==> config.mk <==
export PLATFORM = sky130hd
export DESIGN_NAME = pipeline_controller
export DESIGN_NICKNAME = d
export VERILOG_FILES = /design/src/rtl/pipeline_controller.sv
export SDC_FILE = /design/constraint.sdc
export NUM_CORES = 1
export LEC_CHECK = 0
export BUFFER_PORTS_ARGS = -buffer_cell sky130_fd_sc_hd__buf_4
export CAP_MARGIN = 20
export CORE_MARGIN = 2
export CORE_UTILIZATION = 47
export CTS_BUF_LIST = sky130_fd_sc_hd__clkbuf_2
export CTS_CLUSTER_DIAMETER = 40
export CTS_CLUSTER_SIZE = 16
export DETAILED_ROUTE_END_ITERATION = 12
export GPL_TIMING_DRIVEN = 0
export PLACE_DENSITY = 0.78
export SYNTH_ARGS = -nofsm -noshare
export SYNTH_HDL_FRONTEND = slang
export SYNTH_SLANG_ARGS = --single-unit
==> constraint.sdc <==
create_clock -name clk -period 2.1 [get_ports clk]
set_input_delay 0.21 -clock clk [delete_from_list [all_inputs] [get_ports clk]]
set_output_delay 0.21 -clock clk [all_outputs]
set_load 0.005 [all_outputs]
==> src/rtl/pipeline_controller.sv <==
// rtl/pipeline_controller.sv - hazard/stall controller: multi-cycle divide, load-use interlock, branch flush
// Produces fetch/decode/execute hold and flush controls plus a saturating stall-cycle counter.
module pipeline_controller #(
  parameter int DIV_CYCLES = 8
) (
  input  logic        clk,
  input  logic        rst,
  input  logic [3:0]  OpCodeD,
  input  logic [3:0]  Rs1D,
  input  logic [3:0]  Rs2D,
  input  logic        UsesRs1D,
  input  logic        UsesRs2D,
  input  logic [3:0]  OpCodeE,
  input  logic [3:0]  RdE,
  input  logic        BranchTakenE,
  input  logic        StallClr,
  output logic        StallF,
  output logic        StallD,
  output logic        StallE,
  output logic        FlushD,
  output logic        FlushE,
  output logic        DivStart,
  output logic        DivBusy,
  output logic [15:0] StallCount
);

  localparam logic [3:0] OP_DIV   = 4'b1011;
  localparam logic [3:0] OP_LOAD0 = 4'b0100;
  localparam logic [3:0] OP_LOAD1 = 4'b0101;
  localparam logic [7:0] CNT_INIT = 8'(DIV_CYCLES - 1);

  typedef enum logic {RUN = 1'b0, DIV = 1'b1} state_t;

  state_t      state_q, state_d;
  logic [7:0]  cnt_q, cnt_d;
  logic [15:0] stall_count_q, stall_count_d;

  logic div_hold;
  logic load_use;
  logic branch_flush;

  // Decode opcode shares the control-unit encoding but the hazard rules only need the register fields.
  logic unused_opcode_d;
  assign unused_opcode_d = ^OpCodeD;

  always_ff @(posedge clk or posedge rst) begin
    if (rst) begin
      state_q       <= RUN;
      cnt_q         <= 8'd0;
      stall_count_q <= 16'd0;
    end else begin
      state_q       <= state_d;
      cnt_q         <= cnt_d;
      stall_count_q <= stall_count_d;
    end
  end

  always_comb begin
    state_d = state_q;
    cnt_d   = cnt_q;
    case (state_q)
      RUN: begin
        if (OpCodeE == OP_DIV) begin
          state_d = DIV;
          cnt_d   = CNT_INIT;
        end
      end
      DIV: begin
        if (cnt_q != 8'd0) begin
          cnt_d = cnt_q - 8'd1;
        end else begin
          state_d = RUN;
        end
      end
      default: state_d = RUN;
    endcase
  end

  // The Cnt=0 cycle of DIV releases execute so the divide result retires while DivBusy is still high.
  always_comb begin
    div_hold     = ((state_q == RUN) && (OpCodeE == OP_DIV)) ||
                   ((state_q == DIV) && (cnt_q != 8'd0));
    load_use     = ((OpCodeE == OP_LOAD0) || (OpCodeE == OP_LOAD1)) &&
                   ((UsesRs1D && (Rs1D == RdE)) || (UsesRs2D && (Rs2D == RdE)));
    branch_flush = BranchTakenE && !div_hold;

    StallE   = !rst && div_hold;
    StallF   = !rst && (div_hold || (load_use && !branch_flush));
    StallD   = StallF;
    FlushD   = !rst && branch_flush;
    FlushE   = !rst && !div_hold && (branch_flush || load_use);
    DivStart = !rst && (state_q == RUN) && (OpCodeE == OP_DIV);
    DivBusy  = !rst && (state_q == DIV);
  end

  always_comb begin
    stall_count_d = stall_count_q;
    if (StallClr) begin
      stall_count_d = 16'd0;
    end else if (StallF && (stall_count_q != 16'hFFFF)) begin
      stall_count_d = stall_count_q + 16'd1;
    end
  end

  assign StallCount = stall_count_q;

endmodule

==> metrics.txt <==
# TYPE chip_impl_metric gauge
chip_impl_metric{name="groute.usage.overall",unit=""} 0.2403
chip_impl_info{name="unrepaired_setup_endpoints_after_global_routing",value="true"} 1
chip_impl_metric{name="rows",unit=""} 20
chip_impl_metric{name="setup_violations_final",unit=""} 20
chip_impl_metric{name="synth-edff-count",unit=""} 0
chip_impl_metric{name="detailroute.wirelength.met3",unit="microns"} 182
chip_impl_metric{name="drt_pass1_iterations",unit=""} 5
chip_impl_metric{name="postRouteAntennaNets",unit=""} 0
chip_impl_metric{name="slew_headroom",unit=""} 0.5723
chip_impl_metric{name="fp.dieArea",unit="sq um"} 3779
chip_impl_metric{name="critical_path.max_stage_delay",unit="ns"} 0.46
chip_impl_metric{name="finalWorstSetupSlack",unit="ns"} -0.2186
chip_impl_metric{name="clock_tree.buffer_depth",unit=""} 2
chip_impl_info{name="failed_checks",value="negative setup slack"} 1
chip_impl_metric{name="cts_made_buffers",unit=""} 3
chip_impl_metric{name="initial_utilization",unit=""} 0.5004
chip_impl_metric{name="nFillCells",unit=""} 237
chip_impl_metric{name="number_of_standard_cells_after_synthesis",unit=""} 165
chip_impl_info{name="crit_path_cell_trace",value="inv_2 -> ha_4 -> nor4b_4 -> a21boi_2 -> or2_1 -> buf_6 -> buf_4 -> o211ai_4 -> buf_6 -> nor2_4 -> mux2_4"} 1
chip_impl_metric{name="via_count",unit=""} 1553
chip_impl_info{name="status",value="finished, violations left"} 1
chip_impl_info{name="reg2reg_to",value="StallCount[2]$_DFFE_PP0P_"} 1
chip_impl_metric{name="clock-sinks",unit=""} 25
chip_impl_metric{name="timing.final.hold_violations",unit=""} 0
chip_impl_metric{name="fmax",unit="MHz"} 431.3
chip_impl_metric{name="distinct_cell_type_count_after_synthesis",unit=""} 41
chip_impl_metric{name="final_area",unit="sq um"} 2261
chip_impl_metric{name="powerDensity",unit="nW/um^2"} 799.4
chip_impl_metric{name="chipWidth",unit="microns"} 61.48
chip_impl_metric{name="post_synth_instance_area",unit="sq um"} 1553
chip_impl_metric{name="maxCapViolations",unit=""} 0
chip_impl_metric{name="worst_hold_path.num_cells",unit=""} 4
chip_impl_metric{name="count_of_yosys_warnings_during_synthesis",unit=""} 0
chip_impl_metric{name="placed_cell_count",unit=""} 252
chip_impl_metric{name="cts_max_level",unit=""} 1
chip_impl_info{name="worstHoldPathType",value="in2reg"} 1
chip_impl_metric{name="m1WireLength",unit="microns"} 1697
chip_impl_metric{name="crit_buf_inv",unit=""} 4
chip_impl_metric{name="core_region_area",unit="sq um"} 3103
chip_impl_metric{name="sequential_share_of_the_synthesized_area",unit=""} 0.4029
chip_impl_metric{name="count_of_antenna_diodes_in_the_layout",unit=""} 0
chip_impl_metric{name="finalPower",unit="uW"} 1807
chip_impl_info{name="clock_tree_from_tritoncts",value="done"} 1
chip_impl_info{name="worstSetupEndpointType",value="register"} 1
chip_impl_metric{name="flip_flop_and_latch_count_after_synthesis",unit=""} 25
chip_impl_metric{name="static-leakage-power",unit="uW"} 0.0009810
chip_impl_metric{name="postRouteWirelength",unit="microns"} 4409
chip_impl_metric{name="finalNonFillerCells",unit=""} 279
chip_impl_info{name="cts_root_buffer",value="sky130_fd_sc_hd__clkbuf_2"} 1
chip_impl_metric{name="path_clk_slew",unit="ns"} 0.26
chip_impl_info{name="hold-path-endpoint",value="cnt_q[4]$_DFFE_PP0P_"} 1
chip_impl_metric{name="clkLatencyLatePin",unit="ns"} 0.37
chip_impl_metric{name="final_min_period_over_clock_period",unit=""} 1.104
chip_impl_metric{name="placedInstanceArea",unit="sq um"} 1931
chip_impl_metric{name="detailedPlacementHpwl",unit="microns"} 2944
chip_impl_metric{name="antenna_found_initial",unit=""} 0
chip_impl_metric{name="num_io_pins",unit=""} 49
chip_impl_metric{name="post-route-drc-count",unit=""} 0
chip_impl_metric{name="timing.final.max_slew_violations",unit=""} 0
chip_impl_info{name="critical-path-top-cell-by-count",value="sky130_fd_sc_hd__buf_6"} 1
chip_impl_metric{name="fin_nets",unit=""} 265
chip_impl_metric{name="timing.critical_path.depth",unit=""} 11
chip_impl_info{name="routed.top_layer",value="met4"} 1
chip_impl_metric{name="clock-skew-final",unit="ns"} 0.002052
chip_impl_metric{name="regToRegSetupSlack",unit="ns"} -0.22
chip_impl_metric{name="final_period_minus_worst_setup_slack",unit="ns"} 2.319
chip_impl_metric{name="syn_avg_cell_area",unit="sq um"} 9.411
chip_impl_metric{name="drive_gt1_frac",unit=""} 0.4213
chip_impl_metric{name="port_buffers",unit=""} 43
chip_impl_info{name="reg2reg_from",value="cnt_q[0]$_DFFE_PP0P_"} 1
chip_impl_info{name="synthFlopType",value="sky130_fd_sc_hd__dfrtp_1"} 1
chip_impl_metric{name="ratio_of_routed_vias_to_standard_cells",unit=""} 5.566
chip_impl_info{name="criticalPathCategory",value="reg2reg"} 1
chip_impl_metric{name="detailedPlace.worstSlack",unit="ns"} -0.2440
chip_impl_metric{name="detail_route.iter0.violations",unit=""} 66
chip_impl_info{name="hold_start",value="OpCodeE[0]"} 1
chip_impl_metric{name="detailroute.wirelength.met2",unit="microns"} 2446
chip_impl_metric{name="asyncSetResetFlopFracSynth",unit=""} 1.000
chip_impl_metric{name="synth_fp_nets",unit=""} 194
chip_impl_info{name="timing.critical_path.from_type",value="register"} 1
chip_impl_metric{name="peakVddDrop",unit="mV"} 0.4141
chip_impl_metric{name="first_global_vias",unit=""} 1444
chip_impl_metric{name="grt_first_pass_wirelength",unit="microns"} 6713
chip_impl_metric{name="grt_start_max_net_pins",unit=""} 29
chip_impl_metric{name="timing.reg2reg.worst_path_depth",unit=""} 11
chip_impl_metric{name="worst-endpoint-required",unit="ns"} 2.40
chip_impl_metric{name="timing_worst_slew_pin_value",unit="ns"} 0.6416
chip_impl_metric{name="die_height",unit="microns"} 61.48
chip_impl_info{name="critPathLaunch",value="cnt_q[0]$_DFFE_PP0P_"} 1
chip_impl_metric{name="timing.critical_path.arrival",unit="ns"} 2.62
chip_impl_metric{name="path_max_fanout",unit=""} 7
chip_impl_info{name="critical_path.top_delay_family",value="buffers and inverters"} 1
chip_impl_metric{name="global_route.overflow_total",unit=""} 0
chip_impl_info{name="crit_slowest_cell",value="sky130_fd_sc_hd__dfrtp_1"} 1
chip_impl_metric{name="wl_per_cell",unit="microns"} 15.80
chip_impl_metric{name="area_growth",unit="%"} 45.61
chip_impl_metric{name="gpl.final_weighted_congestion",unit=""} 0.7802
[sequential cells by signal, summed over array words and instances (netlist names)]
name / flops
state_q: 1
StallCount: 16
cnt_q: 8
[logic make-up (layout without fill, tap and decap cells)]
group	count (synthesis)	count (layout)	share of synthesized area
AOI/OAI and AO/OA	33	34	0.1378
xor gates and xnor gates	11	11	0.06205
adders and majority gates	3	3	0.02418
buffers and inverters	13	82	0.04351
DFF	25	25	0.4029
muxes	5	5	0.03626
and+or+nand+nor	75	75	0.2933
[power by group]
| group | switching, uW | total (uW) | internal (uW) | leakage (uW) |
|---|---|---|---|---|
| Clock | 162 | 206 | 44.1 | 0.0000126 |
| Combinational | 409 | 908 | 499 | 0.000638 |
| Sequential | 116 | 692 | 577 | 0.000330 |
| Total | 687 | 1810 | 1120 | 0.000981 |
[cell usage in the layout, fill, tap and decap left out, types with 6 or more instances in the layout]
cell type / Yosys / final
sky130_fd_sc_hd__buf_4: 3 / 61
sky130_fd_sc_hd__dfrtp_1: 25 / 24
sky130_fd_sc_hd__nand2_1: 12 / 12
sky130_fd_sc_hd__nand3_1: 11 / 11
sky130_fd_sc_hd__a21oi_1: 14 / 11
sky130_fd_sc_hd__xnor2_1: 9 / 9
sky130_fd_sc_hd__o21ai_0: 7 / 7
sky130_fd_sc_hd__nor2_1: 9 / 7
sky130_fd_sc_hd__buf_6: 1 / 6
sky130_fd_sc_hd__o31ai_1: 6 / 6
sky130_fd_sc_hd__or3_1: 6 / 6
[metrics by stage]
step	TNS [ns]	hold slack, ns	util
2_1_floorplan	0	0.2814	-
3_3_place_gp	-1.674	0.4773	0.6222
3_5_place_dp	-2.529	0.4907	0.6222
4_1_cts	-0.5579	0.1358	0.6778
5_1_grt	-4.014	0.1888	0.7286
6_report	-2.255	0.2033	0.7286
[worst register-to-register path, stage by stage, from the launching register on]
cell	delay, ns
sky130_fd_sc_hd__dfrtp_1	0.46
sky130_fd_sc_hd__inv_2	0.09
sky130_fd_sc_hd__ha_4	0.13
sky130_fd_sc_hd__nor4b_4	0.20
sky130_fd_sc_hd__a21boi_2	0.09
sky130_fd_sc_hd__or2_1	0.24
sky130_fd_sc_hd__buf_6	0.15
sky130_fd_sc_hd__buf_4	0.15
sky130_fd_sc_hd__o211ai_4	0.27
sky130_fd_sc_hd__buf_6	0.18
sky130_fd_sc_hd__nor2_4	0.03
sky130_fd_sc_hd__mux2_4	0.28
[cells in the mapped netlist, types with 2 or more instances]
library cell               instances  area, sq um
sky130_fd_sc_hd__ha_1              3        37.54
sky130_fd_sc_hd__or3_1             6        37.54
sky130_fd_sc_hd__nor3b_1           2        15.01
sky130_fd_sc_hd__o21ai_0           7        35.03
sky130_fd_sc_hd__buf_4             3        22.52
sky130_fd_sc_hd__mux2i_1           3        30.03
sky130_fd_sc_hd__nor2b_1           4        25.02
sky130_fd_sc_hd__o22ai_1           2        12.51
sky130_fd_sc_hd__nor2_1            9        33.78
sky130_fd_sc_hd__nand2_1          12        45.04
sky130_fd_sc_hd__inv_1             6        22.52
sky130_fd_sc_hd__a21oi_1          14        70.07
sky130_fd_sc_hd__nand4_1           4        25.02
sky130_fd_sc_hd__xor2_1            2        17.52
sky130_fd_sc_hd__nand3_1          11        55.05
sky130_fd_sc_hd__xnor2_1           9        78.83
sky130_fd_sc_hd__nor4_1            2        12.51
sky130_fd_sc_hd__or4_1             7        52.55
sky130_fd_sc_hd__nor3_1            5        25.02
sky130_fd_sc_hd__dfrtp_1          25        625.6
sky130_fd_sc_hd__o31ai_1           6        45.04
sky130_fd_sc_hd__nor4b_2           2        30.03
sky130_fd_sc_hd__clkbuf_1          3        11.26
[final cells by class]
cell class,count,area (sq um),area share
multi-input cells,128,959.7,0.4245
flip-flops and latches,25,626.9,0.2773
repair buffers,65,521.8,0.2308
well taps,44,55.05,0.02435
plain buffers,7,52.55,0.02324
inverters,6,22.52,0.009961
clock buffers,3,15.01,0.006641
clock inverters,1,7.507,0.003320
[layer usage]
metal,vias up,GRT usage
met4,0,0.06079
met3,8,0.03992
met5,-,0
met2,45,0.4514
li1,746,-
met1,754,0.2829
[timing repair]
action | CTS | global route
hold buffers | 0 | 1
gates resized for setup | 13 | 15
setup endpoints to repair | 21 | 23
buffers inserted | 13 | 5
cloned | 1 | 2
endpoints found under the hold margin | 0 | 18
pin swaps | 6 | 5
[worst max-delay path by stage]
stage                                end  slack, ns
6_report       StallCount[2]$_DFFE_PP0P_      -0.22
3_3_place_gp   StallCount[2]$_DFFE_PP0P_      -0.17
2_1_floorplan  StallCount[2]$_DFFE_PP0P_       0.02
4_1_cts                           StallF      -0.14
5_1_grt                           StallF      -0.30
3_5_place_dp   StallCount[1]$_DFFE_PP0P_      -0.24
(Power assumes the default switching activity.)
